`src/rtl/nes_pkg.sv`:
```
// rtl/nes_pkg.sv - shared NES bus constants and OAM DMA state encoding
package nes_pkg;

    localparam logic [15:0] DMA_REG_DEFAULT = 16'h4014;

    typedef enum logic [2:0] {
        IDLE  = 3'd0,
        HALT  = 3'd1,
        ALIGN = 3'd2,
        READ  = 3'd3,
        WRITE = 3'd4
    } dma_state_e;

endpackage

```
`src/rtl/nes_oam_dma.sv`:
```
// rtl/nes_oam_dma.sv - sprite OAM DMA engine with inline CPU/DMA bus mux
module nes_oam_dma
    import nes_pkg::*;
#(
    parameter logic [15:0] DMA_REG = DMA_REG_DEFAULT
) (
    input  logic        clock,
    input  logic        reset,
    input  logic [15:0] cpu_address,
    input  logic [7:0]  cpu_out,
    input  logic        cpu_rd,
    input  logic        cpu_we,
    output logic        cpu_halt,
    output logic [15:0] address,
    output logic [7:0]  out,
    output logic        rd,
    output logic        we,
    input  logic [7:0]  din,
    output logic [7:0]  oam_addr,
    output logic [7:0]  oam_data,
    output logic        oam_we,
    output logic        busy
);

    dma_state_e  state_q, state_d;
    logic [7:0]  count_q, count_d;
    logic [7:0]  page_q, page_d;
    logic [7:0]  latch_q, latch_d;
    logic        parity_q;

    always_ff @(posedge clock) begin
        if (reset) begin
            state_q  <= IDLE;
            count_q  <= 8'h00;
            page_q   <= 8'h00;
            latch_q  <= 8'h00;
            parity_q <= 1'b0;
        end else begin
            state_q  <= state_d;
            count_q  <= count_d;
            page_q   <= page_d;
            latch_q  <= latch_d;
            parity_q <= ~parity_q;
        end
    end

    always_comb begin
        state_d  = state_q;
        count_d  = count_q;
        page_d   = page_q;
        latch_d  = latch_q;
        oam_we   = 1'b0;
        oam_addr = count_q;
        oam_data = latch_q;

        // Bus belongs to the CPU only while idle; otherwise the DMA owns it and never writes.
        if (state_q == IDLE) begin
            address  = cpu_address;
            out      = cpu_out;
            rd       = cpu_rd;
            we       = cpu_we;
            cpu_halt = 1'b0;
            busy     = 1'b0;
        end else begin
            address  = {page_q, count_q};
            out      = 8'h00;
            rd       = 1'b0;
            we       = 1'b0;
            cpu_halt = 1'b1;
            busy     = 1'b1;
        end

        case (state_q)
            IDLE: begin
                if (cpu_we && (cpu_address == DMA_REG)) begin
                    page_d  = cpu_out;
                    count_d = 8'h00;
                    state_d = HALT;
                end
            end
            HALT:  state_d = parity_q ? ALIGN : READ;
            ALIGN: state_d = READ;
            READ: begin
                rd      = 1'b1;
                latch_d = din;
                state_d = WRITE;
            end
            WRITE: begin
                oam_we  = 1'b1;
                count_d = count_q + 8'd1;
                state_d = (count_q != 8'hFF) ? READ : IDLE;
            end
            default: state_d = IDLE;
        endcase
    end

endmodule

```
`config.mk`:
```
export PLATFORM = sky130hd
export DESIGN_NAME = nes_oam_dma
export DESIGN_NICKNAME = d
export VERILOG_FILES = /design/src/rtl/nes_pkg.sv /design/src/rtl/nes_oam_dma.sv
export SDC_FILE = /design/constraint.sdc
export NUM_CORES = 1
export LEC_CHECK = 0
export CAP_MARGIN = 20
export CELL_PAD_IN_SITES_DETAIL_PLACEMENT = 0
export CELL_PAD_IN_SITES_GLOBAL_PLACEMENT = 1
export CORE_UTILIZATION = 27
export CTS_CLUSTER_DIAMETER = 100
export DETAILED_ROUTE_END_ITERATION = 12
export GPL_ROUTABILITY_DRIVEN = 0
export GPL_TIMING_DRIVEN = 0
export HOLD_SLACK_MARGIN = 0.03
export PLACE_DENSITY_LB_ADDON = 0.1
export SLEW_MARGIN = 25
export SYNTH_ARGS = -nofsm -noshare
export SYNTH_HDL_FRONTEND = slang
export SYNTH_SLANG_ARGS = --single-unit
```
`constraint.sdc`:
```
create_clock -name clock -period 2.8 [get_ports clock]
set_input_delay 0.7 -clock clock [delete_from_list [all_inputs] [get_ports clock]]
set_output_delay 0.7 -clock clock [all_outputs]
set_load 0.03 [all_outputs]
```
Word level (Yosys, flattened, before mapping)
Index checks and enable logic that the tools add are counted.

storage, ports and cells
  register bits after elaboration = 28
  logic and storage cells = 32

operators by class
  reduce and logical (&&, ||, !) cells = 5
  equal/unequal tests = 7
  bitwise logic cells = 1
  add/subtract/negate cells = 1
  mux-type cells = 13

operators with widths
  cell                  count
  $eq 16x15->1 const B  1
  $mux 16               1
  $mux 8                2
  $pmux 8 s2            1
  $pmux 3 s5            1
  $add 8x1->8 const B   1
  $ne 8x8->1 const B    1
  $eq 3x2->1 const B    2
  $mux 1                6
  $reduce_and 2->1      2
  $eq 3x1->1 const B    1
  $eq 3x3->1 const B    1
  $logic_not 3->1       1
  $mux 3                1
  $mux 2                1
  $ne 2x1->1 const B    1
  $reduce_bool 2->1     1
  $logic_and 1x1->1     1
  $not 1->1             1

Longest topological paths before layout
Gate-level depths: netlist of run 1.

  depth in word-level cells = 4
  mapped depth = 7
  gate-level depth less buffers = 5

Worst setup path before layout of run 1
No wires, ideal clock.

  kind = reg2out
  from = register state_q[0]
  to = output port address[0]
  slack = 0.560 ns
  arrival = 1.540 ns
  stages on the path, launching flop included = 5
  cell sequence = dfxtp_1 -> buf_2 -> nor3_4 -> clkbuf_1 -> mux2_2

between the ends
  cells in the longest elaborated chain, start to end = 2

ends and longest elaborated chain
  what                      line               RTL
  start: declaration        nes_oam_dma.sv:25  dma_state_e state_q, state_d;
  start signal: assignment  nes_oam_dma.sv:39  state_q <= state_d;
  $logic_not 3->1           nes_oam_dma.sv:57  if (state_q == IDLE) begin
  $mux 16                   nes_oam_dma.sv:57
  end: declaration          nes_oam_dma.sv:14  output logic [15:0] address,

Every way passes these cells.

Worst setup path after layout of run 1
  from = register state_q[0]
  to = output port busy

between the ends
  cells in the longest elaborated chain, start to end = 2

ends and longest elaborated chain
  what              line               RTL
  $logic_not 3->1   nes_oam_dma.sv:57
  $mux 1            nes_oam_dma.sv:57
  end: declaration  nes_oam_dma.sv:22  output logic busy

Every way passes these cells.

==> out/qor_table.md, run 1 <==
| Item | Reported |
|:---|:---|
| Result of the run | completed |
| Total power of the final layout | 1.250 mW |
| Register cell area after layout | 563.0 um2 |
| Count leader, synth | sky130_fd_sc_hd__nand2_1 |
| Number of distinct library cells after synthesis | 38 |
| Die outline height | 76.95 um |
| Top cells by count, synth | sky130_fd_sc_hd__nand2_1 (33), sky130_fd_sc_hd__dfxtp_1 (28), sky130_fd_sc_hd__a21oi_1 (16), sky130_fd_sc_hd__nand4_1 (14), sky130_fd_sc_hd__o21ai_0 (13) |
| Highest ir drop seen on vdd | 0.0002518 V |
| Fraction of layout cells with a size suffix above 1 | 12.14% |
| First-pass iteration count of the detailed router | 4 |
| Total cell area at the placement stage | 2405 um2 |
| Power per unit of standard cell area | 495.1 nW/um2 |
| Hold Crit Class | reg -> reg |
| Arrival time worst endpoint | 1.94 ns |
| Final Cell Area | 2525 um2 |
| Count of unresolved DRC violations after routing | 0 |
| Wirelength per Cell | 13.81 um |
| Fraction of post-synthesis cell area in the top cell type by area | 36.96% |
| TritonCTS clock tree | built |
| Layout Skew | 0.004043 ns |
| Aggregate global routing overflow | 0 |
| Number of failing hold endpoints at the final stage | 0 |
| Initial Utilization | 28.77% |
| Predominant post-synthesis flop cell | sky130_fd_sc_hd__dfxtp_1 |
| Achievable frequency | 0.3784 GHz |
| Seq/Total Area, Yosys | 36.96% |
| Total CTS buffers | 3 |
| Total Die Area | 5921 um2 |
| PortBufs | 80 |
| Core area | 5270 um2 |
| CP Capture Type | output port |
| Number of enable-type register cells in the synthesized netlist | 0 |
| Clock latency on the worst-skew pair | 0.28 ns |
| Clk sinks | 28 |
| Clk Tree Root Cell | sky130_fd_sc_hd__clkbuf_8 |
| Relative slew slack | 65.50% |
| Maximum buffer depth of the clock tree | 2 |
| Antenna violations before repair | 0 |
| Worst hold slack | 0.4297 ns |
| Count of warnings emitted by yosys | 0 |
| Share of the clock period used by the worst path | 94.39% |
| Growth of design area from synthesis to finish | 66.50% |
| Count of antenna-violating nets left after detailed routing | 0 |
| Maximum fanout encountered on the critical timing path | 9 |
| Count of placed standard cells in the final layout, fillers left out | 350 |
| #FFs+latches synth | 28 |
| Pin count of the biggest net entering global routing | 17 |
| Leakage power of the design | 1.089 nW |
| Synth area leader | sky130_fd_sc_hd__dfxtp_1 |
| Share of flip-flops with an asynchronous set or reset after synthesis | 0% |
| Number of max-cap violations | 0 |
| Layout Utilization | 47.91% |
| Setup repair after global routing missed its margin | no |
| Post-place setup slack | -0.2395 ns |
| Total number of H-tree levels | 1 |
| Post-Route Setup TNS | 0 ns |
| Total Wirelength | 4.835 mm |
| Vias after detailed routing | 1651 |
| Cell Rows | 26 |
| Top-level port count | 81 |
| Post-Synthesis Cell Area | 1516 um2 |
| Initial drt markers | 81 |
| Via count of the first global-routing pass | 1562 |
| Cells taking the most area after synthesis | sky130_fd_sc_hd__dfxtp_1 (37%), sky130_fd_sc_hd__nand2_1 (8.2%), sky130_fd_sc_hd__mux2_2 (6.7%) |
| Start-to-end type of the worst setup path | reg -> out |
| First-pass GRT wire length | 7.955 mm |
| Count of nets after finishing | 318 |
| Syn_area_per_cell | 7.898 um2 |
| Combined global-route utilization of all metal layers | 16.63% |
| Measured slew at the worst slew-check pin | 0.5160 ns |
| Setup violation total in the final timing report | 0 |
| Antenna Diode Count | 0 |
| Worst Slack Setup Final | 0.1571 ns |
| Detailed placer's ending HPWL | 3.566 mm |
| Synthesized netlist net count | 229 |
| Chip width | 76.95 um |
| Element type at the critical path start | register |
| Required time worst endpoint | 2.10 ns |
| Via density | 4.717 |
| Layout filler cell count | 581 |
| Minimum clock period | 2.643 ns |
| Total placed cells including tap cells | 342 |
| Multi-input logic area | 887.1 um2 |
| Post-synthesis instance total | 192 |
| Clock-pin slew of the registers on the worst-case setup and hold paths | 0.10 ns |
| Final-report max-slew violation count | 0 |
[layer usage]
layer  wire length (um)  global-route usage, %
met1               2466                  23.03
met2               2047                  25.80
met3                275                  3.452
met4                 46                  4.615
met5                  0                      0
[final timing paths]
| path | start | endpoint | slack [ns] | cells after the start |
|---|---|---|---|---|
| hold / removal | parity_q | parity_q | 0.43 | 1 |
| hold reg to reg | parity_q | parity_q | 0.43 | 1 |
| setup reg to reg | state_q[0] | page_q[0] | 0.92 | 9 |
| setup / recovery | state_q[0] | busy | 0.16 | 6 |
[layout make-up]
type	count	area share, %
plain buffers	13	2.676
clock buffers	3	1.635
clock inverters	1	1.189
inverters	2	0.2973
multi-input cells	149	35.13
flip-flops and latches	28	22.30
well taps	70	3.469
repair buffers	84	33.30
[worst max-delay path: stages, from the launching register on]
cell and delay (ns):
sky130_fd_sc_hd__dfxtp_1 0.32, sky130_fd_sc_hd__buf_2 0.17, sky130_fd_sc_hd__nor3_4 0.05, sky130_fd_sc_hd__buf_4 0.14
sky130_fd_sc_hd__buf_4 0.15, sky130_fd_sc_hd__inv_2 0.14, sky130_fd_sc_hd__clkdlybuf4s50_1 0.69
[flip-flops by register name, summed over array words and instances, names as in the netlist]
name	cells
state_q	3
page_q	8
parity_q	1
oam_data	8
oam_addr	8
[power breakdown]
part / leakage (nW) / switching, mW / internal, mW
logic: 0.827 / 0.295 / 0.218
registers: 0.227 / 0.00607 / 0.405
clock network: 0.0357 / 0.134 / 0.192
[cell usage in the layout (no fill, tap or decap), drive strengths merged]
cell type      count
clkdlybuf4s50     52
and2               9
nor3               3
o41ai              1
nor2b              4
nand4             14
dlygate4sd2       16
or3b               2
nand2b             1
a31oi              1
bufinv             1
clkbuf            13
a211oi             1
xor2               2
or3                4
buf                7
and3               1
nor2               8
o21bai             1
dfxtp             28
mux2               9
nor4b              1
ha                 1
nand3              9
nand3b             5
and4               1
dlymetal6s2s      12
o21a               1
a21oi             16
o21ai             18
inv                2
nand2             33
or4b               1
nor3b              1
or4                1
[cells by family (layout without fill, tap and decap cells)]
logic type / count (synthesis) / in the layout / share of synthesized area, %
DFF: 28 / 28 / 36.96
xor gates and xnor gates: 2 / 2 / 1.155
and+or+nand+nor: 98 / 98 / 36.14
AOI/OAI and AO/OA: 39 / 39 / 13.70
adders and majority gates: 1 / 1 / 0.8250
muxes: 9 / 9 / 6.683
buffers and inverters: 15 / 103 / 4.538
[timing repair]
item,4_1_cts,5_1_grt
endpoints found under the setup margin,28,14
resized for setup,21,14
hold buffers,0,0
gates cloned,0,0
setup buffers,4,0
pin swaps,1,0
(Power assumes the default switching activity.)
==> run 2, diff against run 1 <==
--- a/config.mk
+++ b/config.mk
@@ -8,6 +8,7 @@
 export CAP_MARGIN = 20
 export CELL_PAD_IN_SITES_DETAIL_PLACEMENT = 0
 export CELL_PAD_IN_SITES_GLOBAL_PLACEMENT = 1
+export CORE_MARGIN = 2
 export CORE_UTILIZATION = 27
 export CTS_CLUSTER_DIAMETER = 100
 export DETAILED_ROUTE_END_ITERATION = 12
==> run 2 against run 1 <==
  * Die area rose by 5.3%
  * Setup slack better by 0.0044 ns
  * Total power shrank 0.46%
  * Non-clock buffer count shrank 3
  * Cell count is 0.29% lower
  * Sequential cell count did not move
  * Critical path depth fell by 2
  * Final area is essentially flat
  * Clock power is essentially flat
  * Sequential power about the same
  * Highest routed layer unchanged
==> out/qor_table.md, run 2 (synthesized netlist as in run 1, its figures left out) <==
| Item | Reported |
|:---|:---|
| Antenna violations before repair | 0 |
| Relative slew slack | 59.88% |
| Vias after detailed routing | 1656 |
| Power spent charging and discharging nets | 432.4 uW |
| Achievable frequency | 0.3790 GHz |
| Core area | 5473 um2 |
| Total CTS buffers | 3 |
| Cell Rows | 27 |
| Clock-pin slew of the registers on the worst-case setup and hold paths | 0.10 ns |
| Worst Slack Setup Final | 0.1615 ns |
| Total Wirelength | 4.883 mm |
| First-pass iteration count of the detailed router | 4 |
| Share of the clock period used by the worst path | 94.23% |
| Reg-to-reg endpoint | page_q[2] |
| Number of buffer and inverter stages on the critical path | 2 |
| Maximum fanout encountered on the critical timing path | 10 |
| Chip width | 78.95 um |
| Detailed placer's ending HPWL | 3.546 mm |
| Commonest non-fill, non-tap cell in the layout | sky130_fd_sc_hd__clkdlybuf4s50_1 |
| Clock latency on the worst-skew pair | 0.28 ns |
| Arrival time worst endpoint | 1.94 ns |
| Required time worst endpoint | 2.10 ns |
| Worst-path cell chain | nor3_4 > clkbuf_4 > mux2_2 > dlygate4sd2_1 |
| Switching portion of total power | 34.75% |
| Count of placed standard cells in the final layout, fillers left out | 349 |
| First-pass GRT wire length | 7.672 mm |
| Clk Tree Root Cell | sky130_fd_sc_hd__clkbuf_8 |
| Comb power frac | 40.7% |
| PortBufs | 80 |
| Longest individual stage delay on the worst path | 0.39 ns |
| Setup violation total in the final timing report | 0 |
| Clk sinks | 28 |
| Cell type group with the largest total delay on the critical path | buffers and inverters |
| Total Die Area | 6232 um2 |
| Element type at the critical path start | register |
| Power per unit of standard cell area | 493.0 nW/um2 |
| Fraction of layout cells with a size suffix above 1 | 10.47% |
| Highest ir drop seen on vdd | 0.0002035 V |
| Antenna Diode Count | 0 |
| Number of hold-repair buffers added at the cts stage | 0 |
| Top-level port count | 81 |
| Final-report max-slew violation count | 0 |
| Clock network power share | 26.3% |
| Leakage power of the design | 1.103 nW |
| Wirelength per Cell | 13.99 um |
| Slack of the worst reg-to-reg path | 0.91 ns |
| Count of unresolved DRC violations after routing | 0 |
| Startpoint of the tightest hold check path | parity_q |
| CP Capture Type | output port |
| Measured slew at the worst slew-check pin | 0.5935 ns |
| TritonCTS clock tree | built |
| Combined global-route utilization of all metal layers | 15.49% |
| Hold Crit Class | reg -> reg |
| Commonest cells after routing, fill and taps aside | sky130_fd_sc_hd__clkdlybuf4s50_1 (52), sky130_fd_sc_hd__nand2_1 (32), sky130_fd_sc_hd__dfxtp_1 (28) |
| Worst hold slack | 0.4194 ns |
| Initial drt markers | 60 |
| Total power of the final layout | 1.244 mW |
| Via density | 4.745 |
| Minimum clock period | 2.639 ns |
| Setup repair after global routing missed its margin | no |
| Start-to-end type of the worst setup path | reg -> out |
| Post-place setup slack | -0.2832 ns |
| Aggregate global routing overflow | 0 |
| Via count of the first global-routing pass | 1573 |
| Number of max-cap violations | 0 |
| Maximum buffer depth of the clock tree | 2 |
| Internal Power | 811.9 uW |
| Pin count of the biggest net entering global routing | 17 |
| Layout Skew | 0.001293 ns |
| Worst hold path endpoint | parity_q |
| Initial Utilization | 27.71% |
| Count of nets after finishing | 315 |
| Worst hold path depth | 1 |
| Slowest CP cell | sky130_fd_sc_hd__dfxtp_1 |
| Sequential Power Share | 33.0% |
| Register-to-Register Path Depth | 7 |
| Growth of design area from synthesis to finish | 66.42% |
| Total placed cells including tap cells | 344 |
| Die outline height | 78.95 um |
| Total number of H-tree levels | 1 |
| Result of the run | completed |
| Count of antenna-violating nets left after detailed routing | 0 |
| Origin of the critical flop-to-flop path | state_q[1] |
| Number of failing hold endpoints at the final stage | 0 |
==> run 2: changes by cell type in the layout (fill, tap and decap cells not counted), sizes merged <==
cell          delta
dlygate4sd2      -4
dlymetal6s2s     +4
buf              -3
==> run 2: metrics by stage <==
| stage | setup TNS [ns] | utilization [%] | cell area [um2] |
|---|---|---|---|
| floorplan | 0 | - | 1516 |
| global placement | -2.888 | 43.99 | 2407 |
| detailed placement | -3.407 | 43.99 | 2407 |
| CTS | 0 | 45.34 | 2481 |
| global route | 0 | 46.11 | 2524 |
| finish | 0 | 46.11 | 2524 |
==> run 2: metal layers <==
layer / up-vias / GRT usage [%] / part of all wire (%)
met5: - / 0 / 0
met4: 0 / 4.655 / 1.1
met3: 5 / 2.727 / 5.3
met2: 44 / 25.38 / 45
met1: 753 / 20.84 / 49
li1: 854 / - / -
==> run 2: cell type report <==
cell class / instances / area [um2]
fillers: 579 / 2949
multi-input cells: 149 / 889.6
repair buffers: 81 / 833.3
flip-flops and latches: 28 / 560.5
well taps: 72 / 90.09
plain buffers: 13 / 71.32
clock buffers: 3 / 41.29
clock inverters: 1 / 30.03
inverters: 2 / 7.507
==> run 2: repair_timing <==
| item | in CTS | in global routing |
|---|---|---|
| endpoints found under the setup margin | 28 | 16 |
| pin swaps | 1 | 0 |
| setup buffers | 1 | 0 |
| gates resized for setup | 18 | 18 |
==> run 2: power by group through the flow <==
stage	sequential (mW)	clock (mW)	combinational, mW
final	0.410	0.328	0.506
after global routing	0.412	0.347	0.543
after CTS	0.410	0.337	0.520
after detailed placement	0.419	0	0.529
after global placement	0.420	0	0.528
after floorplan	0.421	0	0.295
==> run 2: worst max-delay path by stage <==
stage	from	endpoint	slack, ns	cells after the start
2_1_floorplan	state_q[0]	address[0]	0.56	4
3_5_place_dp	state_q[0]	address[8]	-0.28	5
4_1_cts	state_q[1]	out[6]	0.004	4
5_1_grt	state_q[1]	address[8]	0.05	4
6_report	state_q[1]	address[8]	0.16	4
3_3_place_gp	state_q[0]	address[8]	-0.27	5
